[src/rtl/result_drain.sv]
// Parallel-in, serial-out drain: takes one row of els_p results per handshake
// and streams them out one element per beat, back-to-back rows without bubbles.
module result_drain #(
  parameter int width_p = 16,
  parameter int els_p   = 4
) (
  input  logic                       clk_i,
  input  logic                       reset_i,
  input  logic                       valid_i,
  input  logic [els_p*width_p-1:0]   data_i,
  output logic                       ready_o,
  output logic                       valid_o,
  output logic [width_p-1:0]         data_o,
  output logic                       last_o,
  input  logic                       ready_i
);

  localparam int cnt_w_lp = (els_p > 1) ? $clog2(els_p) : 1;
  localparam logic [cnt_w_lp-1:0] last_idx_lp = cnt_w_lp'(els_p - 1);

  localparam logic [0:0] idle_s = 1'b0;
  localparam logic [0:0] send_s = 1'b1;

  logic [0:0]                          state_r;
  logic [cnt_w_lp-1:0]                 count_r;
  logic [els_p-1:0][width_p-1:0]       row_r;
  logic [width_p-1:0]                  elem;
  logic                                sending;
  logic                                row_xfer;

  assign sending = (state_r == send_s);

  generate
    if (els_p == 1) begin : g_single
      assign elem = row_r[0];
    end else begin : g_multi
      assign elem = row_r[count_r];
    end
  endgenerate

  assign valid_o  = sending;
  assign last_o   = sending && (count_r == last_idx_lp);
  assign data_o   = sending ? elem : '0;
  // Downstream ready feeds straight through so the next row lands on the last beat.
  assign ready_o  = !sending || (last_o && ready_i);
  assign row_xfer = valid_i && ready_o;

  always_ff @(posedge clk_i or posedge reset_i) begin
    if (reset_i) begin
      state_r <= idle_s;
      count_r <= '0;
      row_r   <= '0;
    end else if (row_xfer) begin
      state_r <= send_s;
      count_r <= '0;
      row_r   <= data_i;
    end else if (sending && ready_i) begin
      if (last_o) begin
        state_r <= idle_s;
        count_r <= '0;
      end else begin
        count_r <= count_r + 1'b1;
      end
    end
  end

endmodule

[config.mk]
export PLATFORM = sky130hd
export DESIGN_NAME = result_drain
export DESIGN_NICKNAME = d
export VERILOG_FILES = /design/src/rtl/result_drain.sv
export SDC_FILE = /design/constraint.sdc
export NUM_CORES = 1
export LEC_CHECK = 0
export ABC_AREA = 1
export CAP_MARGIN = 20
export CORE_MARGIN = 4
export CORE_UTILIZATION = 42
export CTS_BUF_LIST = sky130_fd_sc_hd__clkbuf_8
export CTS_CLUSTER_DIAMETER = 200
export DETAILED_ROUTE_END_ITERATION = 10
export GPL_ROUTABILITY_DRIVEN = 0
export PLACE_DENSITY = 0.7
export SYNTH_ARGS = -nofsm -noshare
export SYNTH_HDL_FRONTEND = slang
export SYNTH_SLANG_ARGS = --single-unit
[constraint.sdc]
create_clock -name clk_i -period 6.28 [get_ports clk_i]
set_clock_uncertainty 0.1 [all_clocks]
set_input_delay 0.628 -clock clk_i [delete_from_list [all_inputs] [get_ports clk_i]]
set_output_delay 0.628 -clock clk_i [all_outputs]
set_load 0.02 [all_outputs]
**Yosys cells after proc, flatten, opt, wreduce, memory -nomap -nowiden**

Index checks and enable logic that the tools add are counted.

- Register bits: 67
- Output and inout bits: 19
- Word-level logic and storage cells: 27

- $add $sub $neg: 1
- $lt $le $gt $ge: 1
- Equal/unequal tests: 1
- Mux-type cells: 9
- Reductions and logical operators: 9

Operators by type and width:

| operator | number |
|---|---|
| binary-select mux 16 bit (select 2 bit) | 1 |
| two-way mux 16 bit | 2 |
| two-way mux 2 bit | 3 |
| logical AND 1 bit | 4 |
| nonzero test 2 bit | 2 |
| < comparator 2 x 3 -> 1 bit (second input constant) | 1 |
| two-way mux 1 bit | 3 |
| adder 2 x 1 -> 2 bit (second input constant) | 1 |
| == test 2 bit (second input constant) | 1 |
| AND reduction 2 bit | 1 |
| logical NOT 1 bit | 1 |
| logical OR 1 bit | 1 |

**Longest topological paths before layout**

- Word-level depth: 7
- Gate-level depth with buffers: 7
- Depth with buffers taken out: 6

**Worst setup path before layout**

OpenSTA, ideal clock, no wires.

- Path kind: flip-flop to output port
- Start point: register count_r[1]
- End point: output port data_o[10]
- Arrival time: 1207 ps
- Required time: 5552 ps
- Slack: 4345 ps
- Stages on the path, launching flop included: 6
- Path buffers: 2
- Cells stage by stage: dfrtp_1 > buf_2 > inv_2 > buf_4 > nand3_1 > a21oi_1

- Word-level cells in the longest chain between the ends: 3

RTL lines:

| item | line | RTL |
|---|---|---|
| start: declaration | 25 | `logic [cnt_w_lp-1:0] count_r;` |
| start signal: assignment | 62 | `count_r <= count_r + 1'b1;` |
| binary-select mux 16 bit (select 2 bit) | 37 | `assign elem = row_r[count_r];` |
| two-way mux 16 bit (implied by the code) | 37 |  |
| two-way mux 16 bit | 43 | `assign data_o = sending ? elem : '0;` |
| end: declaration | 13 | `output logic [width_p-1:0] data_o,` |

No other way between the ends. The select of a mux whose other input is x is not followed.

**Worst setup path after layout**

- Start point: register count_r[0]
- End point: output port data_o[14]

The elaborated chain is that of the path after synthesis.

==> impl_metrics.json <==
{
  "hp-class": "flip-flop to flip-flop",
  "die_h_um": 100,
  "synth_edf_count": 0,
  "syn_avg_cell_area_um2": 7.31,
  "final_common_cell": "nand2_1",
  "cp-start-kind": "flip-flop",
  "drc": 0,
  "drt_iter0_markers": 222,
  "ff2ff_setup_slack_ns": 3.13,
  "status": "finished, final reports clean",
  "ys_seq_area_frac": 0.471,
  "pre_cts_ws_ns": 2.92,
  "clk_latency_ns": 0.34,
  "leakage_uw": 0.00241,
  "cts_tree": "yes",
  "synth_nets": 556,
  "stdcell_count": 666,
  "netlist.area_leader.share": 0.471,
  "worstPathMaxFanout": 35,
  "dieArea_um2": 10000,
  "numCtsBuffers": 9,
  "drv_cap": 0,
  "stdcell_area_um2": 4590,
  "slew_headroom": 0.311,
  "final-hold-violation-count": 0,
  "synth-warning-count": 0,
  "routed_via_density": 4.85,
  "routedWlPerCell_um": 14.2,
  "ys_ff_latch": 67,
  "end_kind": "output port",
  "fin_setup_tns_ns": 0,
  "syn-instance-count": 487,
  "root_buffer": "clkbuf_8",
  "arrival_ns": 3.04,
  "overflow": 0,
  "worstSetupPathType": "flip-flop to output port",
  "synthFlopType": "dfrtp_1",
  "peakVddDrop_uv": 234,
  "slowest_stage": "dfrtp_1",
  "fmax_ghz": 0.265,
  "finalSetupViolations": 0,
  "grt_use_total": 0.201,
  "worst_pin_slew_ns": 1.03,
  "cts_max_level": 3,
  "ys_types": 17,
  "fillerInstances": 778,
  "synth_area_um2": 3560,
  "totalWireLength_um": 9430,
  "antenna_cells": 0,
  "post_dp_cell_area_um2": 4360,
  "seq_area_um2": 1680,
  "cpPeakStageDelay_ns": 1.03,
  "power_density_nw_per_um2": 491,
  "grt_max_degree": 68,
  "cts_buffer_depth": 2,
  "rsz0062_at_grt": "false",
  "synth_top_area_cell": "dfrtp_1",
  "multi_input_area_um2": 1410,
  "areaGrowthSynthToFinish_pct": 29.0,
  "fp-row-count": 33,
  "io_buffers": 86,
  "start_util": 0.433,
  "vias": 3229,
  "grt_pass1_wl_um": 15700,
  "drtAntennaViolNets": 0,
  "path_cells": "inv_2 > nand2_1 > nand3_1 > a21oi_1 > clkdlybuf4s50_1",
  "cts.clk_slew.worst_paths_ns": 0.07,
  "layout.nets": 625,
  "fin_ws_ns": 2.51,
  "drive_gt1_frac": 0.0624,
  "synthArstFlopShare": 1.00,
  "critical_path_required_ns": 5.55,
  "cts_setup_buffers": 0,
  "hpwl_um": 6780,
  "ioPinCount": 87,
  "finalCritPeriodShare": 0.601,
  "cts.sinks": 67,
  "report.final.slew_viol_count": 0,
  "grt_pass1_vias": 3210,
  "final_cell_mix": "nand2_1 (200), nand3_1 (86), clkdlybuf4s50_1 (85)",
  "synth_area_leaders": "dfrtp_1 (47%), nand2_1 (21%), nand3_1 (12%)",
  "core_um2": 8220,
  "cts_resized": 0,
  "antenna_found_initial": 0,
  "finalCriticalPeriod_ns": 3.77,
  "die_w_um": 100,
  "post-place-cells": 650,
  "firstDrtPassIters": 5,
  "cts_hold_buf": 0
}
[synthesized netlist by cell type (2+ instances only)]
library cell,number
nand2_1,200
inv_2,3
dfrtp_1,67
buf_2,18
a21oi_1,16
nand3_1,86
buf_4,7
nand4_1,2
nand3_2,10
inv_1,68
buf_6,4
[final timing paths]
check | end | cells after the start | startpoint
setup / recovery | data_o[14] | 5 | count_r[0]
hold / removal | row_r[63] | 2 | row_r[63]
setup reg to reg | row_r[1] | 7 | count_r[0]
hold reg to reg | row_r[63] | 2 | row_r[63]
max in group asynchronous | row_r[17] | 3 | reset_i
min in group asynchronous | row_r[52] | 3 | reset_i
[stage by stage]
step	util	power, µW	hold WS, ns
finish	0.559	2250	0.376
global route	0.559	2440	0.402
CTS	0.559	2260	0.377
detailed placement	0.531	1850	0.359
global placement	0.531	1830	0.355
floorplan	-	1460	0.342
[kinds of logic (layout without fill, tap and decap cells)]
family,after synthesis,count (layout),share of synthesized area
buffers and inverters,102,176,0.133
AO/OA/AOI/OAI,17,17,0.0239
flip-flops,67,67,0.471
AND/OR/NAND/NOR,300,300,0.368
adder cells (fa/ha/maj),1,1,0.00352
[worst max-delay path: cells and delay by family (launching register included)]
family                 cells  cell delay, ns
AO/OA/AOI/OAI              1            0.25
buffers and inverters      2            1.15
flip-flops                 1            1.03
AND/OR/NAND/NOR            2            0.28
[power by group]
part	switching (µW)	leakage (µW)	internal, µW
registers	158	0.000836	626
clock network	164	0.000117	243
logic	625	0.00145	436
total	947	0.00241	1300
[sequential cells by signal (all words and copies together), names as in the netlist]
signal / flops
count_r: 2
row_r: 64
valid_o: 1
[cell type report]
class / instances / area share
Clock inverter: 5 / 0.0166
Sequential cell: 67 / 0.365
Clock buffer: 11 / 0.0330
Timing Repair Buffer: 89 / 0.191
Inverter: 71 / 0.0581
Multi-Input combinational cell: 318 / 0.307
Tap cell: 105 / 0.0286
[routing by layer]
layer | vias up | routed length [µm] | global-route usage
met4 | 0 | 197 | 0.0746
li1 | 1626 | - | -
met5 | - | 0 | 0
met1 | 1477 | 4300 | 0.281
met2 | 108 | 4340 | 0.310
met3 | 18 | 587 | 0.0417
No activity file was read; power rests on OpenSTA's default activity.
